[config.mk]
export PLATFORM = sky130hd
export DESIGN_NAME = log2_req_scheduler_flat
export DESIGN_NICKNAME = d
export VERILOG_FILES = /design/src/rtl/log2_req_scheduler_if.sv /design/src/rtl/log2_req_scheduler.sv /design/src/flat_wrapper.sv
export SDC_FILE = /design/constraint.sdc
export NUM_CORES = 1
export LEC_CHECK = 0
export ABC_CLOCK_PERIOD_IN_PS = 6300
export BUFFER_PORTS_ARGS = -buffer_cell sky130_fd_sc_hd__clkbuf_2
export CAP_MARGIN = 20
export CORE_ASPECT_RATIO = 0.5
export CORE_MARGIN = 2
export CORE_UTILIZATION = 40
export CTS_CLUSTER_DIAMETER = 100
export DETAILED_ROUTE_END_ITERATION = 6
export PLACE_DENSITY = 0.73
export SETUP_SLACK_MARGIN = 0.2
export SYNTH_ARGS = -nofsm -noshare
export SYNTH_HDL_FRONTEND = slang
export SYNTH_SLANG_ARGS = --single-unit
[constraint.sdc]
create_clock -name clk_i -period 6.3 [get_ports clk_i]
set_clock_uncertainty 0.05 [all_clocks]
set_input_delay 0.63 -clock clk_i [delete_from_list [all_inputs] [get_ports clk_i]]
set_output_delay 0.63 -clock clk_i [all_outputs]
set_load 0.05 [all_outputs]
[src/rtl/log2_req_scheduler_if.sv]
// Request/response bus between the client blocks and the shared log2 scheduler.
// Signal names keep the scheduler's point of view (_i into it, _o out of it).
interface log2_req_scheduler_if #(
  parameter int N   = 4,
  parameter int IDW = 2
);
  logic [N-1:0]    req_valid_i;
  logic [16*N-1:0] req_data_i;
  logic [N-1:0]    req_ready_o;
  logic            rsp_valid_o;
  logic            rsp_ready_i;
  logic [IDW-1:0]  rsp_id_o;
  logic [3:0]      rsp_int_o;
  logic [15:0]     rsp_frac_o;
  logic            rsp_err_o;

  // Client side: raises requests, consumes responses.
  modport master (
    output req_valid_i, req_data_i, rsp_ready_i,
    input  req_ready_o, rsp_valid_o, rsp_id_o, rsp_int_o, rsp_frac_o, rsp_err_o
  );

  // Scheduler side: accepts requests, produces responses.
  modport slave (
    input  req_valid_i, req_data_i, rsp_ready_i,
    output req_ready_o, rsp_valid_o, rsp_id_o, rsp_int_o, rsp_frac_o, rsp_err_o
  );
endinterface

[src/rtl/log2_req_scheduler.sv]
// Round-robin scheduler sharing one log_base2_16bit core among N requesters.
// A granted operand is loaded while the core is held in reset, the core is
// released, and its result (or a zero-operand / timeout error) is returned
// tagged with the requester ID.
module log2_req_scheduler #(
  parameter int N        = 4,
  parameter int IDW      = 2,
  parameter int LOAD_CYC = 2,
  parameter int TIMEOUT  = 64
) (
  input  logic                clk_i,
  input  logic                rst_i,
  log2_req_scheduler_if.slave bus,
  output logic [15:0]         core_data_o,
  output logic                core_rst_o,
  input  logic                core_done_i,
  input  logic [3:0]          core_int_i,
  input  logic [15:0]         core_frac_i
);

  localparam int LCW = (LOAD_CYC > 1) ? $clog2(LOAD_CYC) : 1;
  localparam int TCW = (TIMEOUT > 1) ? $clog2(TIMEOUT) : 1;
  localparam logic [LCW-1:0] LOAD_LAST = LCW'(LOAD_CYC - 1);
  localparam logic [TCW-1:0] RUN_LAST  = TCW'(TIMEOUT - 1);
  localparam logic [IDW-1:0] GNT_LAST  = IDW'(N - 1);

  typedef enum logic [1:0] {IDLE, LOAD, RUN, RESP} state_e;

  state_e          state_q, state_d;
  logic [IDW-1:0]  ptr_q, ptr_d;
  logic [IDW-1:0]  gnt_q, gnt_d;
  logic [15:0]     opnd_q, opnd_d;
  logic [LCW-1:0]  loadCnt_q, loadCnt_d;
  logic [TCW-1:0]  runCnt_q, runCnt_d;
  logic [3:0]      rspInt_q, rspInt_d;
  logic [15:0]     rspFrac_q, rspFrac_d;
  logic            rspErr_q, rspErr_d;

  logic [15:0]     reqOps [N];
  logic            anyReq;
  logic [IDW-1:0]  gntSel;
  logic [N-1:0]    gntOneHot;
  logic [N-1:0]    reqReady;

  genvar k;
  for (k = 0; k < N; k++) begin : gUnpack
    assign reqOps[k] = bus.req_data_i[16*k +: 16];
  end

  // Round-robin search: first valid requester at or above the pointer, wrapping.
  always_comb begin
    logic [IDW-1:0] idx;
    anyReq    = 1'b0;
    gntSel    = '0;
    gntOneHot = '0;
    for (int i = 0; i < N; i++) begin
      idx = IDW'((int'(ptr_q) + i) % N);
      if (!anyReq && bus.req_valid_i[idx]) begin
        anyReq = 1'b1;
        gntSel = idx;
      end
    end
    gntOneHot[gntSel] = 1'b1;
  end

  // State and datapath registers; reset aborts any transaction in flight.
  always_ff @(posedge clk_i or negedge rst_i) begin
    if (!rst_i) begin
      state_q   <= IDLE;
      ptr_q     <= '0;
      gnt_q     <= '0;
      opnd_q    <= '0;
      loadCnt_q <= '0;
      runCnt_q  <= '0;
      rspInt_q  <= '0;
      rspFrac_q <= '0;
      rspErr_q  <= 1'b0;
    end else begin
      state_q   <= state_d;
      ptr_q     <= ptr_d;
      gnt_q     <= gnt_d;
      opnd_q    <= opnd_d;
      loadCnt_q <= loadCnt_d;
      runCnt_q  <= runCnt_d;
      rspInt_q  <= rspInt_d;
      rspFrac_q <= rspFrac_d;
      rspErr_q  <= rspErr_d;
    end
  end

  // Next-state logic: grant in IDLE, load, run the core with a timeout, hold the response.
  always_comb begin
    state_d   = state_q;
    ptr_d     = ptr_q;
    gnt_d     = gnt_q;
    opnd_d    = opnd_q;
    loadCnt_d = loadCnt_q;
    runCnt_d  = runCnt_q;
    rspInt_d  = rspInt_q;
    rspFrac_d = rspFrac_q;
    rspErr_d  = rspErr_q;
    reqReady  = '0;
    unique case (state_q)
      IDLE: begin
        if (anyReq) begin
          reqReady  = gntOneHot;
          gnt_d     = gntSel;
          opnd_d    = reqOps[gntSel];
          loadCnt_d = '0;
          runCnt_d  = '0;
          if (reqOps[gntSel] == 16'h0000) begin
            rspErr_d  = 1'b1;
            rspInt_d  = '0;
            rspFrac_d = '0;
            state_d   = RESP;
          end else begin
            state_d = LOAD;
          end
        end
      end
      LOAD: begin
        if (loadCnt_q == LOAD_LAST) begin
          state_d = RUN;
        end else begin
          loadCnt_d = loadCnt_q + 1'b1;
        end
      end
      RUN: begin
        runCnt_d = runCnt_q + 1'b1;
        if (core_done_i) begin
          rspInt_d  = core_int_i;
          rspFrac_d = core_frac_i;
          rspErr_d  = 1'b0;
          state_d   = RESP;
        end else if (runCnt_q == RUN_LAST) begin
          rspInt_d  = '0;
          rspFrac_d = '0;
          rspErr_d  = 1'b1;
          state_d   = RESP;
        end
      end
      RESP: begin
        if (bus.rsp_ready_i) begin
          ptr_d   = (gnt_q == GNT_LAST) ? '0 : gnt_q + 1'b1;
          state_d = IDLE;
        end
      end
      default: state_d = IDLE;
    endcase
  end

  // The ready strobe is masked by reset so nothing is accepted while held in reset.
  assign bus.req_ready_o = rst_i ? reqReady : '0;
  assign bus.rsp_valid_o = (state_q == RESP);
  assign bus.rsp_id_o    = gnt_q;
  assign bus.rsp_int_o   = rspInt_q;
  assign bus.rsp_frac_o  = rspFrac_q;
  assign bus.rsp_err_o   = rspErr_q;
  assign core_rst_o      = (state_q == RUN);
  assign core_data_o     = ((state_q == LOAD) || (state_q == RUN)) ? opnd_q : 16'h0000;

endmodule

[src/flat_wrapper.sv]
// flat-port wrapper written by rule: the top's interface ports become plain ports
module log2_req_scheduler_flat 
#(
  parameter int N        = 4,
  parameter int IDW      = 2,
  parameter int LOAD_CYC = 2,
  parameter int TIMEOUT  = 64
)
  (clk_i, rst_i, core_data_o, core_rst_o, core_done_i, core_int_i, core_frac_i, bus_req_valid_i, bus_req_data_i, bus_rsp_ready_i, bus_req_ready_o, bus_rsp_valid_o, bus_rsp_id_o, bus_rsp_int_o, bus_rsp_frac_o, bus_rsp_err_o);
  log2_req_scheduler_if #(.N(N), .IDW(IDW)) bus_i ();
  input  logic clk_i;
  input  logic rst_i;
  output logic [15:0] core_data_o;
  output logic core_rst_o;
  input  logic core_done_i;
  input  logic [3:0] core_int_i;
  input  logic [15:0] core_frac_i;
  input wire logic [$bits(bus_i.req_valid_i)-1:0] bus_req_valid_i;
  input wire logic [$bits(bus_i.req_data_i)-1:0] bus_req_data_i;
  input wire logic [$bits(bus_i.rsp_ready_i)-1:0] bus_rsp_ready_i;
  output wire logic [$bits(bus_i.req_ready_o)-1:0] bus_req_ready_o;
  output wire logic [$bits(bus_i.rsp_valid_o)-1:0] bus_rsp_valid_o;
  output wire logic [$bits(bus_i.rsp_id_o)-1:0] bus_rsp_id_o;
  output wire logic [$bits(bus_i.rsp_int_o)-1:0] bus_rsp_int_o;
  output wire logic [$bits(bus_i.rsp_frac_o)-1:0] bus_rsp_frac_o;
  output wire logic [$bits(bus_i.rsp_err_o)-1:0] bus_rsp_err_o;
  assign bus_i.req_valid_i = bus_req_valid_i;
  assign bus_i.req_data_i = bus_req_data_i;
  assign bus_i.rsp_ready_i = bus_rsp_ready_i;
  assign bus_req_ready_o = bus_i.req_ready_o;
  assign bus_rsp_valid_o = bus_i.rsp_valid_o;
  assign bus_rsp_id_o = bus_i.rsp_id_o;
  assign bus_rsp_int_o = bus_i.rsp_int_o;
  assign bus_rsp_frac_o = bus_i.rsp_frac_o;
  assign bus_rsp_err_o = bus_i.rsp_err_o;
  log2_req_scheduler #(.N(N), .IDW(IDW), .LOAD_CYC(LOAD_CYC), .TIMEOUT(TIMEOUT)) u_core (.clk_i(clk_i), .rst_i(rst_i), .bus(bus_i), .core_data_o(core_data_o), .core_rst_o(core_rst_o), .core_done_i(core_done_i), .core_int_i(core_int_i), .core_frac_i(core_frac_i));
endmodule
==> run metrics <==
status=completed; clk root buf=clkbuf_16; count of final setup violators=0; RSZ-0062 raised after global routing=no; Post-CTS Hold Buffers=0; cell mode on critical path=mux2i_1; total clock sinks=50; Crit path arrival time=between 3 and 4 ns; Critical Path, Cell by Cell=mux2i_1, a221o_2, mux2i_1, mux2i_1, nor4_1, nand4_1, buf_4, o21a_1, o311ai_2; antenna diode instance count=0; placed cell areas=~0.0042 mm2; crit path time final=approximately 3.4 ns; DIE AREA=approximately 0.0093 mm2; Fin. Hold Viols=0; top_reg_cell synth=dfrtp_1; VDD IR max=around 220 uV; Total GRT Usage=between 10% and 20%; fin cells=613; fin crit share=~54%; IO buf count=approximately 140; Worst EP required=between 6 and 7 ns; Num CTS Buffers=5; endpoint type of the worst setup path=register; Max H-tree Level=2; Lkg Pwr=2.19 nW; Horiz. Die Dim=135 um; Worst Hold Slack=approximately 0.4 ns; pin count of the biggest net entering global routing=between 50 and 60; commonest non-fill, non-tap cell in the layout=clkbuf_2; Die H=between 60 and 70 um; Antenna Nets Post-Route=0; Mapped Nets=around 490; Final Power=around 2.5 mW; Setup Buffers After CTS=0; Sum Neg Setup Slack=0 ns; pre-CTS WS=roughly 2.6 ns; I/O Pins=roughly 140; Hold WC Path Type=primary input to async pin; GPL Wtd Cong=between 0.8 and 0.9; initial antenna violation count=0; max-slew violations=0; CP max stage cell=a221o_2; CTS tree=built; Yosys reg bits=50; CTS Buffer Depth=2; Layout Nets=roughly 600; count of yosys warnings during synthesis=0; P&R area growth vs syn=27.2%; clock latency at the later pin of the worst-skew pair=0.29 ns; Crit Path Class=register to register; post-DP HPWL=around 6.7 mm; synth unique cells=between 40 and 50; Post-synth ARST share=100%; most frequent cells in the layout=clkbuf_2, nand2_1, mux2i_1; vias in the first global route=roughly 3000; Final Instance Area=0.00435 mm2; DRC=0; slew margin rel.=27.5%; starting density of the core=a little over two fifths; grt total ovfl=0; layout cells sized above 1=about a third; sequential share of the synthesized area=a little over a third; mean post-synth cell area=about 8.9 um2; pwr/cell area=between 500 and 600 mW/mm2; worst-path maximum fanout=between 40 and 50; setup slack after layout=roughly 2.9 ns; drt total wl=approximately 9 mm; CP max stage delay=around 0.8 ns; Wirelength per Cell=approximately 15 um; Placed Cells=604; crit start category=register; vias=~3300; total core area=0.00814 mm2; DR pass1 iterations=5; Synth Cell Area=~0.0034 mm2; EDFF count, synth=0; max cap viols=0; Core Util, Final=53.4%; Reg clk slew, reported paths=roughly 0.070 ns; Cell Rows=23; fmax=295 MHz; actual slew at the worst max-slew pin=between 1 and 1.5 ns; DRT iter0 DRCs=between 200 and 250; first-pass GRT wire length=approximately 15 mm; Syn Inst Count=approximately 390; post_cts resized=0; Via density=5.40
-- synthesized netlist by cell type (2+ instances only) --
master / count / area share (%)
mux2i_1: 52 / 15
clkbuf_1: 25 / 2.7
buf_2: 4 / 0.59
a21oi_1: 6 / 0.88
dfrtp_1: 50 / 37
nand3_1: 44 / 6.4
a22o_1: 2 / 0.51
buf_1: 4 / 0.44
nand2_1: 59 / 6.5
a32o_1: 21 / 6.1
nor2_1: 10 / 1.1
inv_1: 6 / 0.66
a31oi_1: 20 / 3.7
o21a_1: 2 / 0.44
o21ai_0: 6 / 0.88
ha_1: 7 / 2.6
buf_4: 2 / 0.44
nand2b_1: 4 / 0.73
nor4_1: 5 / 0.92
o211ai_1: 20 / 4.4
and2_1: 17 / 3.1
-- state kept, by name (all words and copies together) (netlist names) --
signal                 flops
u_core.runCnt_q            6
u_core.bus.rsp_err_o       1
u_core.bus.rsp_frac_o     16
u_core.loadCnt_q           1
u_core.bus.rsp_int_o       4
u_core.ptr_q               2
u_core.state_q             2
u_core.opnd_q             16
u_core.bus.rsp_id_o        2
-- metal layers --
layer | up-vias | share of wire [%] | track usage [%]
met3 | 4 | 6.5 | 3.14
met5 | - | 0 | 0
li1 | 1661 | - | -
met2 | 124 | 47 | 31.8
met1 | 1520 | 46 | 27.8
met4 | 0 | 0.50 | 3.04
-- power breakdown --
group	internal, mW	switching, mW	total, mW
clock network	0.190	0.124	0.313
logic	0.499	1.09	1.59
registers	0.465	0.118	0.582
-- cell type report --
class	instances	area, um2
Fill cell	734	3800
Multi-Input combinational cell	294	2020
Sequential cell	50	1250
Timing Repair Buffer	143	741
Tap cell	112	140
Clock buffer	5	125
Clock inverter	3	47.5
Inverter	6	22.5
-- cells by family after synthesis --
| family | synth area share, % |
|---|---|
| adder cells (fa/ha/maj) | 2.56 |
| AND/OR/NAND/NOR | 19.9 |
| buffers and inverters | 5.20 |
| AO/OA/AOI/OAI | 19.6 |
| multiplexers | 15.6 |
| XOR/XNOR | 0.513 |
| flip-flops | 36.6 |
-- worst max-delay path: cells and delay by family (launching register included) --
| kind | cells | cell delay, ns |
|---|---|---|
| compound gates | 3 | 1.27 |
| mux | 3 | 0.67 |
| simple gates | 2 | 0.48 |
| buf+inv | 1 | 0.27 |
| flops | 1 | 0.51 |
-- worst paths after layout --
kind | to | from | cells after the start | slack (ns)
worst max-delay path | u_core.bus.rsp_err_o | u_core.ptr_q[1] | 9 | 2.91
worst min-delay path | u_core.opnd_q[11] | rst_i | 2 | 0.41
worst max register to register | u_core.bus.rsp_err_o | u_core.ptr_q[1] | 9 | 2.91
worst min register to register | u_core.opnd_q[14] | u_core.opnd_q[14] | 2 | 0.42
max in group asynchronous | u_core.bus.rsp_frac_o[14] | rst_i | 2 | 5.35
min in group clk_i | u_core.opnd_q[14] | u_core.opnd_q[14] | 2 | 0.42
Note: power is estimated with default switching activity, not from simulation.
